--- config.mk ---
export PLATFORM = sky130hd
export DESIGN_NAME = p_i_cache_line_fill
export DESIGN_NICKNAME = d
export VERILOG_FILES = /design/src/rtl/p_i_cache_line_fill.sv
export SDC_FILE = /design/constraint.sdc
export NUM_CORES = 1
export LEC_CHECK = 0
export CELL_PAD_IN_SITES_DETAIL_PLACEMENT = 1
export CELL_PAD_IN_SITES_GLOBAL_PLACEMENT = 1
export CORE_MARGIN = 3
export CORE_UTILIZATION = 39
export CTS_CLUSTER_SIZE = 10
export DETAILED_ROUTE_END_ITERATION = 7
export GPL_ROUTABILITY_DRIVEN = 0
export PLACE_DENSITY = 0.88
export SYNTH_ARGS = -nofsm -noshare
export SYNTH_HDL_FRONTEND = slang
export SYNTH_SLANG_ARGS = --single-unit
--- constraint.sdc ---
create_clock -name clk -period 3.5 [get_ports clk]
set_clock_uncertainty 0.05 [all_clocks]
set_input_delay 0.35 -clock clk [delete_from_list [all_inputs] [get_ports clk]]
set_output_delay 0.35 -clock clk [all_outputs]
set_load 0.05 [all_outputs]
--- src/rtl/p_i_cache_line_fill.sv ---
// p_i_cache_line_fill: memory-side responder for I-cache line misses.
// Takes a line request, fetches the line as a BEATS-long burst of BURST_BITS
// beats, assembles it in place and returns it with a one-cycle pmem_resp.
// Optional: ICACHE_FILL_BUF_EN keeps tag+valid over the last completed line
// so a repeat request for that line answers without a burst.
module p_i_cache_line_fill #(
  parameter int LINE_BITS  = 256,
  parameter int BURST_BITS = 64,
  parameter int ADDR_BITS  = 32
) (
  input  logic                  clk,
  input  logic                  rst,
  input  logic                  pmem_read,
  input  logic [ADDR_BITS-1:0]  pmem_address,
  output logic [LINE_BITS-1:0]  pmem_rdata,
  output logic                  pmem_resp,
  output logic                  bmem_read,
  output logic [ADDR_BITS-1:0]  bmem_address,
  input  logic [BURST_BITS-1:0] bmem_rdata,
  input  logic                  bmem_resp
);
  localparam int BEATS = LINE_BITS / BURST_BITS;
  localparam int CNT_W = $clog2(BEATS);
  localparam int OFF_W = $clog2(LINE_BITS / 8);

  typedef enum logic [1:0] {IDLE, FILL, RESP, GAP} state_t;

  state_t                               state_q, state_d;
  logic [CNT_W-1:0]                     beat_cnt;
  logic [ADDR_BITS-1:0]                 addr_q;
  logic [BEATS-1:0][BURST_BITS-1:0]     line_q;
  logic                                 last_beat, hit, accept;

  assign last_beat = bmem_resp && (beat_cnt == CNT_W'(BEATS - 1));
  // A fresh burst starts only on a request that the line buffer cannot serve.
  assign accept    = (state_q == IDLE) && pmem_read && !hit;

`ifdef ICACHE_FILL_BUF_EN
  logic buf_vld;
  // addr_q only moves on a miss, so it doubles as the tag of the held line.
  assign hit = buf_vld &&
               (addr_q[ADDR_BITS-1:OFF_W] == pmem_address[ADDR_BITS-1:OFF_W]);

  // Valid once a line has been returned; dropped as soon as a refill starts
  // since the slots are then overwritten in place.
  always_ff @(posedge clk or negedge rst) begin
    if (!rst)                 buf_vld <= 1'b0;
    else if (accept)          buf_vld <= 1'b0;
    else if (state_q == RESP) buf_vld <= 1'b1;
  end
`else
  assign hit = 1'b0;
`endif

  // State register.
  always_ff @(posedge clk or negedge rst) begin
    if (!rst) state_q <= IDLE;
    else      state_q <= state_d;
  end

  // Next state and control outputs; GAP swallows the still-high request
  // the requester holds for the cycle after pmem_resp.
  always_comb begin
    state_d   = state_q;
    bmem_read = 1'b0;
    pmem_resp = 1'b0;
    case (state_q)
      IDLE: if (pmem_read) state_d = hit ? RESP : FILL;
      FILL: begin
        bmem_read = 1'b1;
        if (last_beat) state_d = RESP;
      end
      RESP: begin
        pmem_resp = 1'b1;
        state_d   = GAP;
      end
      GAP:     state_d = IDLE;
      default: state_d = IDLE;
    endcase
  end

  // Line-aligned burst address, held for the whole burst.
  always_ff @(posedge clk or negedge rst) begin
    if (!rst)        addr_q <= '0;
    else if (accept) addr_q <= {pmem_address[ADDR_BITS-1:OFF_W], {OFF_W{1'b0}}};
  end

  // Beat capture: only in FILL, slot chosen by beat_cnt, which wraps back to
  // zero on the last beat so every fill starts at slot 0.
  always_ff @(posedge clk or negedge rst) begin
    if (!rst) begin
      beat_cnt <= '0;
      line_q   <= '0;
    end else if (state_q == FILL && bmem_resp) begin
      line_q[beat_cnt] <= bmem_rdata;
      beat_cnt         <= beat_cnt + 1'b1;
    end
  end

  assign pmem_rdata   = line_q;
  assign bmem_address = addr_q;
endmodule
==> impl_results.md, run 1 <==
* Beginning of the critical path: state_q[1]$_DFFE_PN0P_
* Largest area contributor in the netlist: dfrtp_1
* IO Port Bufs at 379
* Routed vias/inst at 4.92
* Syn Area/Cell at around 17 sq um
* Worst-case hold slack at approximately 0.39 ns
* CP max-delay cell: clkdlybuf4s50_1
* DIE AREA at about 0.03 sq mm
* Slew HR at 58.0%
* Endpoints failing setup at 0
* Setup crit end kind: primary output
* Clock slew seen by the registers of the worst setup and hold paths at 0.05 ns
* Util after Layout at roughly three fifths
* Cell variety after synth at 16
* Worst min-delay path class: in2async
* Mapped Area at approximately 0.011 sq mm
* RR Endpoint: pmem_rdata[191]$_DFFE_PN0P_
* Endpoints failing hold at 0
* RSZ-0062 raised after global routing: false
* R2R Path Start: state_q[1]$_DFFE_PN0P_
* CP Capture Point: bmem_read
* GRT Residual Overflow at 0
* TritonCTS clock tree: done
* Cell Rows at 60
* Critical Path Stages at 3
* CP startpoint kind: flip-flop
* CP top delay family: buffers and inverters
* Synth Warn # at 0
* Commonest cells post-synth: dfrtp_1 (287), mux2_2 (262), mux2_1 (23), buf_6 (18)
* Seq cells post-synth at 287
* Routed vias at 6922
* DRT Pass-1 Iters at 4
* Die Ht at 173 um
* Asr flop ratio synth at between 90% and 100%
* Max Slew Vio Count at 0
* Area share of the largest cell type after synthesis at 65.8%
* Placed cells at about 1400
* Post-synth EDFFs at 0
* DRT Wirelength at 32.4 mm
* Cells after Synth at 630
* Post-DP HPWL at 22.8 mm
* Crit path max fanout at 7
* Worst-Margin Slew at 0.630 ns
* Initial antenna violation count at 1
* Vias in the first global route at 8126
* H-tree Lvls at 2
* Postcts setup bufs at 0
* WS Path Type: reg2out
* Worst-Skew Late Latency at about 0.49 ns
* Max-cap violations at 0
* Antenna Violating Nets Remaining at 0
* Gr usage total at 21.2%
* Largest net degree at the start of global routing at 78
* CP max stage delay at 0.93 ns
* Worst reg2reg path depth at 5
* Syn-to-layout area delta at 47.0%
* Most numerous cell in the Yosys netlist: dfrtp_1
* CP Data Arrival Time at 2.39 ns
* Ys flop type: dfrtp_1
* Status: finished clean
* Nets at 1136
* Worst path required time at 3.10 ns
* CTS max path bufs at 3
* Post-CTS sizing at 0
* Final Critical Period at approximately 2.8 ns
* Bufs and invs on worst path at 2
* Fmax at 358 MHz
* First-pass GRT wire length at 49.6 mm
* Synth top area cells: dfrtp_1 (66%), mux2_2 (27%), mux2_1 (2.4%)
* Routed len/inst at 23.0 um
* Seq/Total Area, Yosys at 65.8%
* Die W at 173 um
* Crit path cell chain: inv_1, ha_1, clkdlybuf4s50_1
* Number of CTS-inserted buffers at 35
* Clk root buf: clkbuf_16
* R2r setup slk at 0.98 ns
* Clock Sinks at roughly 290
* DRC viols at 0
* Final period util at between 70% and 80%
* Initial Utilization at 40.1%
* Share of post-route cells with drive strength above 1 at a little under a third
* Io pins at 390
* Setup TNS at 0 ns
* CORE AREA at 0.0273 sq mm
* Initial DRC count at 269
* Final instance count without filler cells at 1408
[per-layer routing]
| metal | GRT usage, % | share of wire [%] |
|---|---|---|
| met2 | 39.2 | 53 |
| met1 | 23.1 | 37 |
| met3 | 5.94 | 6.7 |
| met4 | 7.40 | 3.6 |
| met5 | 0 | 0 |
[sequential cells by signal, summed over array words and instances (netlist names)]
signal        flops
beat_cnt          2
bmem_address     27
pmem_rdata      256
state_q           2
[layout by cell type, fill, tap and decap left out, drive strengths merged, types with 3 or more instances in the layout]
master         Yosys  layout
clkdlybuf4s50      0     378
dfrtp            287     287
mux2             285     285
clkbuf             0      42
buf               33      11
ha                 8       8
conb               1       5
inv                4       4
nand3              4       4
nand2              3       3
[area by class of cell]
type / count / area, sq um
Antenna cell: 1 / 2.50
Inverter: 4 / 15.0
Tap cell: 372 / 465
Multi-Input combinational cell: 310 / 3440
Sequential cell: 287 / 7180
Clock inverter: 2 / 35.0
Fill cell: 2541 / 11200
Clock buffer: 42 / 955
Timing Repair Buffer: 390 / 3960
[worst min path at each step]
| stage | from | to | slack (ns) | cells after the start |
|---|---|---|---|---|
| 5_1_grt | pmem_address[25] | bmem_address[25]$_DFFE_PN0P_ | 0.42 | 2 |
| 2_1_floorplan | rst | beat_cnt[0]$_DFFE_PN0P_ | 0.004 | 0 |
| 4_1_cts | rst | bmem_address[23]$_DFFE_PN0P_ | 0.40 | 2 |
| 3_3_place_gp | rst | bmem_address[24]$_DFFE_PN0P_ | 0.33 | 1 |
| 3_5_place_dp | rst | bmem_address[23]$_DFFE_PN0P_ | 0.33 | 1 |
| 6_report | rst | bmem_address[23]$_DFFE_PN0P_ | 0.39 | 2 |
[cells by family (layout without fill, tap and decap cells)]
kind of cell | after synthesis | after routing | synth area share [%]
adder cells (fa/ha/maj) | 8 | 8 | 0.917
multiplexers | 286 | 286 | 29.5
flip-flops | 287 | 287 | 65.8
buffers and inverters | 37 | 438 | 2.84
other | 1 | 6 | 0.0343
XOR/XNOR | 1 | 1 | 0.0802
AO/OA/AOI/OAI | 1 | 1 | 0.0458
AND/OR/NAND/NOR | 9 | 9 | 0.836
[worst register-to-register path: stages, from the launching register on]
cell and delay [ns]:
dfrtp_1 0.39, inv_1 0.10, ha_1 0.47, nand3_4 0.57
buf_12 0.44, mux2_1 0.38
[metrics by stage]
| stage | area [sq um] | worst slack, ns |
|---|---|---|
| final | 16100 | 0.708 |
| after global routing | 16100 | 0.583 |
| after CTS | 16100 | 0.669 |
| after floorplan | 10900 | 1.49 |
| after detailed placement | 15100 | 0.830 |
| after global placement | 15100 | 0.859 |
[what timing repair did]
action | CTS | global route
hold endpoints to repair | 72 | 0
hold buffers | 1 | 0
endpoints found under the setup margin | 0 | 0
Power of run 1 is left out: the tool's default activity adds up to more than one toggle a clock period on the data nets, which glitch-free logic cannot reach.
==> run 2, diff against run 1 <==
Settings changed: CORE_UTILIZATION 39 to 36, PLACE_DENSITY 0.88 to 0.82.
Clock period 3.5 ns to 2.9 ns, I/O delays scaled along.
==> impl_results.md, run 2 (same netlist as run 1, synthesis figures left out) <==
* Postcts setup bufs at 0
* Post-DP HPWL at 21.3 mm
* Initial DRC count at 214
* TritonCTS clock tree: done
* Slew HR at between 50% and 60%
* CP startpoint kind: flip-flop
* Initial antenna violation count at 1
* DRT Pass-1 Iters at 4
* Nets at between 1000 and 1500
* Worst-Skew Late Latency at 0.49 ns
* Final Critical Period at 2.72 ns
* RSZ-0062 raised after global routing: false
* Fmax at 367 MHz
* Status: finished clean
* Worst path required time at 2.56 ns
* Most common cell after layout, fill and taps aside: clkdlybuf4s50_1
* CTS max path bufs at 3
* Die W at roughly 180 um
* FF+latch area at around 0.0072 sq mm
* Largest register FFs at 256
* CP Data Arrival Time at 2.38 ns
* Initial Utilization at 36.7%
* WS Path Type: reg2out
* Endpoints failing hold at 0
* Crit path cell chain: inv_1, ha_1, clkdlybuf4s50_1
* Clk root buf: clkbuf_16
* Largest net degree at the start of global routing at 79
* Util after Layout at a little over half
* First-pass GRT wire length at 47.7 mm
* Final period util at 94.0%
* Commonest non-fill, non-tap cells in the layout: clkdlybuf4s50_1 (378), dfrtp_1 (287), mux2_2 (262)
* Syn-to-layout area delta at 47.5%
* Routed vias at 6873
* Crit path max fanout at 7
* Worst-Margin Slew at about 0.66 ns
* Vias in the first global route at 7850
* Number of CTS-inserted buffers at 35
* Max Slew Vio Count at 0
* CORE AREA at 0.0298 sq mm
* Clock Sinks at 287
* Routed vias/inst at 4.81
* Io pins at 390
* H-tree Lvls at 2
* DRC viols at 0
* DRT Wirelength at between 30 and 40 mm
* GRT Residual Overflow at 0
* IO Port Bufs at 379
* Max-cap violations at 0
* Worst min-delay path class: in2async
* Setup crit end kind: primary output
* Die Ht at 180 um
* Clock slew seen by the registers of the worst setup and hold paths at 0.05 ns
* Fill cells at roughly 2800
* CP max stage delay at 0.93 ns
* DIE AREA at 0.0325 sq mm
* Antenna Violating Nets Remaining at 0
* Cell Rows at 63
* Share of post-route cells with drive strength above 1 at between 30% and 40%
* Gr usage total at between 10% and 20%
* Endpoints failing setup at 0
* CP max-delay cell: clkdlybuf4s50_1
* Routed len/inst at 21.5 um
* Multi-input gate area at about 0.0034 sq mm
* Setup TNS at 0 ns
## run 2: worst paths after layout
path	startpoint	endpoint	slack, ns	cells past startpoint
setup / recovery	state_q[1]$_DFFE_PN0P_	bmem_read	0.18	3
hold / removal	rst	bmem_address[29]$_DFFE_PN0P_	0.36	2
setup reg to reg	state_q[1]$_DFFE_PN0P_	pmem_rdata[43]$_DFFE_PN0P_	0.68	5
hold reg to reg	pmem_rdata[129]$_DFFE_PN0P_	pmem_rdata[129]$_DFFE_PN0P_	0.44	1
max in group asynchronous	rst	pmem_rdata[250]$_DFFE_PN0P_	1.69	3
min in group clk	pmem_address[19]	bmem_address[19]$_DFFE_PN0P_	0.36	2
## run 2: per-layer routing
metal | part of all wire [%] | up-vias | global-route usage (%)
li1 | - | 2998 | -
met4 | 2.8 | 0 | 5.34
met5 | 0 | - | 0
met2 | 52 | 250 | 33.6
met1 | 38 | 3563 | 20.7
met3 | 7.6 | 62 | 6.20
## run 2: timing repair
| item | CTS | global route |
|---|---|---|
| hold endpoints to repair | 73 | 0 |
| gates resized for setup | 0 | 0 |
| hold buffers | 1 | 0 |
## run 2: through the flow
stage                     worst slack, ns  hold slack, ns  instance area [sq um]  cells
final                               0.175           0.360                  16100   1429
after global placement              0.541           0.294                  15100   1384
after global routing               0.0483           0.337                  16100   1429
after floorplan                     0.889         -0.0556                  10900    634
after detailed placement            0.498           0.297                  15100   1384
after CTS                           0.113           0.333                  16100   1427
## run 2: worst max-delay path: cells and delay by family, from the launching register on
kind	cells	cell delay [ns]
flip-flops	1	0.39
adder cells (fa/ha/maj)	1	0.47
buffers and inverters	2	1.03
## run 2: area by class of cell
type                            instances  share of cell area [%]
Clock buffer                           40                    5.82
Inverter                                4                  0.0932
Clock inverter                          2                  0.0854
Antenna cell                            2                  0.0311
Timing Repair Buffer                  394                    25.0
Sequential cell                       287                    44.6
Multi-Input combinational cell        310                    21.4
Tap cell                              390                    3.03
Power of run 2 is left out for the same reason.
==> run 3, diff against run 2 <==
Settings changed: CTS_CLUSTER_DIAMETER set to 150, RECOVER_POWER set to 100.
==> impl_results.md, run 3 (same netlist as run 1, synthesis figures left out) <==
* Status: complete, but fails checks
* Failing checks: max-capacitance violations, max-slew violations
* DIE AREA at 0.0325 sq mm
* Endpoints failing setup at 0
* CP Data Arrival Time at 2.36 ns
* Clock Sinks at 287
* Antenna Violating Nets Remaining at 0
* Largest net degree at the start of global routing at 79
* Fin worst setup slack at 0.196 ns
* TritonCTS clock tree: done
* CP max-delay cell: clkdlybuf4s50_1
* Hold Startpoint: pmem_address[19]
* RSZ-0062 raised after global routing: false
* Routed vias/inst at 4.84
* Beginning of the critical path: state_q[1]$_DFFE_PN0P_
* Initial DRC count at 222
* Syn-to-layout area delta at 46.5%
* IO Port Bufs at between 300 and 400
* Max-cap violations at 1
* CP max stage delay at 0.92 ns
* Bufs and invs on worst path at 2
* Die Ht at 180 um
* Io pins at 390
* Number of CTS-inserted buffers at 34
* Gr usage total at between 10% and 20%
* Initial Utilization at 36.7%
* DRT Wirelength at 30.5 mm
* Slew HR at -44.3%
* Worst-Skew Late Latency at ~0.50 ns
* Util after Layout at roughly 54%
* First-pass GRT wire length at between 40 and 50 mm
* Final Critical Period at 2.70 ns
* Crit path cell chain: inv_1, ha_1, clkdlybuf4s50_1
* Routed vias at 6895
* H-tree Lvls at 2
* Initial antenna violation count at 1
* Max Slew Vio Count at 75
* Vias in the first global route at 7751
* Fmax at 370 MHz
* Setup crit end kind: primary output
* CTS max path bufs at 3
* R2R Path Start: state_q[1]$_DFFE_PN0P_
* Final period util at between 90% and 100%
* Routed len/inst at 21.4 um
* Worst slack at placement at between 0.4 and 0.5 ns
* Setup TNS at 0 ns
* Commonest non-fill, non-tap cells in the layout: dfrtp_1 (287), dlygate4sd3_1 (285), mux2_2 (260)
* Most common cell after layout, fill and taps aside: dfrtp_1
* Worst min-delay path class: in2reg
* Cell Rows at 63
* Largest register FFs at approximately 260
* Clk root buf: clkbuf_16
* Postcts setup bufs at 0
* Worst path required time at 2.56 ns
* CORE AREA at 0.0298 sq mm
* CP top delay family: buffers and inverters
* DRC viols at 0
* DRT Pass-1 Iters at 4
* Fill cells at 2847
* Die W at 180 um
* Clock slew seen by the registers of the worst setup and hold paths at 0.05 ns
* Nets at between 1000 and 1500
* Post-DP HPWL at about 21 mm
* WS Path Type: reg2out
* GRT Residual Overflow at 0
* Share of post-route cells with drive strength above 1 at 30.5%
* Crit path max fanout at 7
* Worst-Margin Slew at approximately 2.2 ns
* CP startpoint kind: flip-flop
* Endpoints failing hold at 0
run 3: cell count changes in the layout (fill, tap and decap cells not counted), sizes merged:
| cell | change |
|---|---|
| buf | -8 |
| dlygate4sd3 | +284 |
| diode | -1 |
| clkbuf | +5 |
| clkdlybuf4s50 | -284 |
| inv | -1 |
run 3: final timing paths:
check / to / slack, ns / cells after the start
setup / recovery: bmem_read / 0.20 / 3
hold / removal: bmem_address[19]$_DFFE_PN0P_ / 0.35 / 2
setup reg to reg: pmem_rdata[54]$_DFFE_PN0P_ / 0.28 / 5
hold reg to reg: pmem_rdata[129]$_DFFE_PN0P_ / 0.43 / 1
max in group asynchronous: pmem_rdata[184]$_DFFE_PN0P_ / 0.46 / 3
min in group asynchronous: bmem_address[29]$_DFFE_PN0P_ / 0.94 / 2
run 3: worst reg2reg max path, cell delays in order, from the launching register on:
cell	delay (ns)
dfrtp_1	0.39
inv_1	0.10
ha_1	0.45
nand3_2	0.64
buf_4	0.53
mux2_2	0.34
run 3: repair_timing:
item,CTS,global route
hold buffers,1,0
resized for setup,0,0
endpoints found under the hold margin,73,0
run 3: per-stage QoR:
stage / instances / hold WS (ns) / area, sq um
after floorplan: 634 / -0.0556 / 10900
after global placement: 1384 / 0.294 / 15100
after detailed placement: 1384 / 0.297 / 15100
after CTS: 1423 / 0.335 / 16100
after global routing: 1424 / 0.333 / 16000
final: 1424 / 0.355 / 16000
run 3: final cells by class:
class	count	area (sq um)	area share [%]
repair buffers	394	3940	24.6
inverters	4	15.0	0.0939
flip-flops and latches	287	7180	44.9
multi-input cells	310	3440	21.5
clock buffers	37	926	5.79
clock inverters	1	5.00	0.0313
well taps	390	488	3.05
diodes	1	2.50	0.0156
run 3: layer usage:
| layer | vias up | track usage, % | share of wire [%] |
|---|---|---|---|
| met5 | - | 0 | 0 |
| met4 | 0 | 4.70 | 2.2 |
| met3 | 52 | 6.52 | 7.8 |
| met2 | 242 | 33.7 | 52 |
| met1 | 3588 | 20.4 | 38 |
| li1 | 3013 | - | - |
Power of run 3 is left out for the same reason.
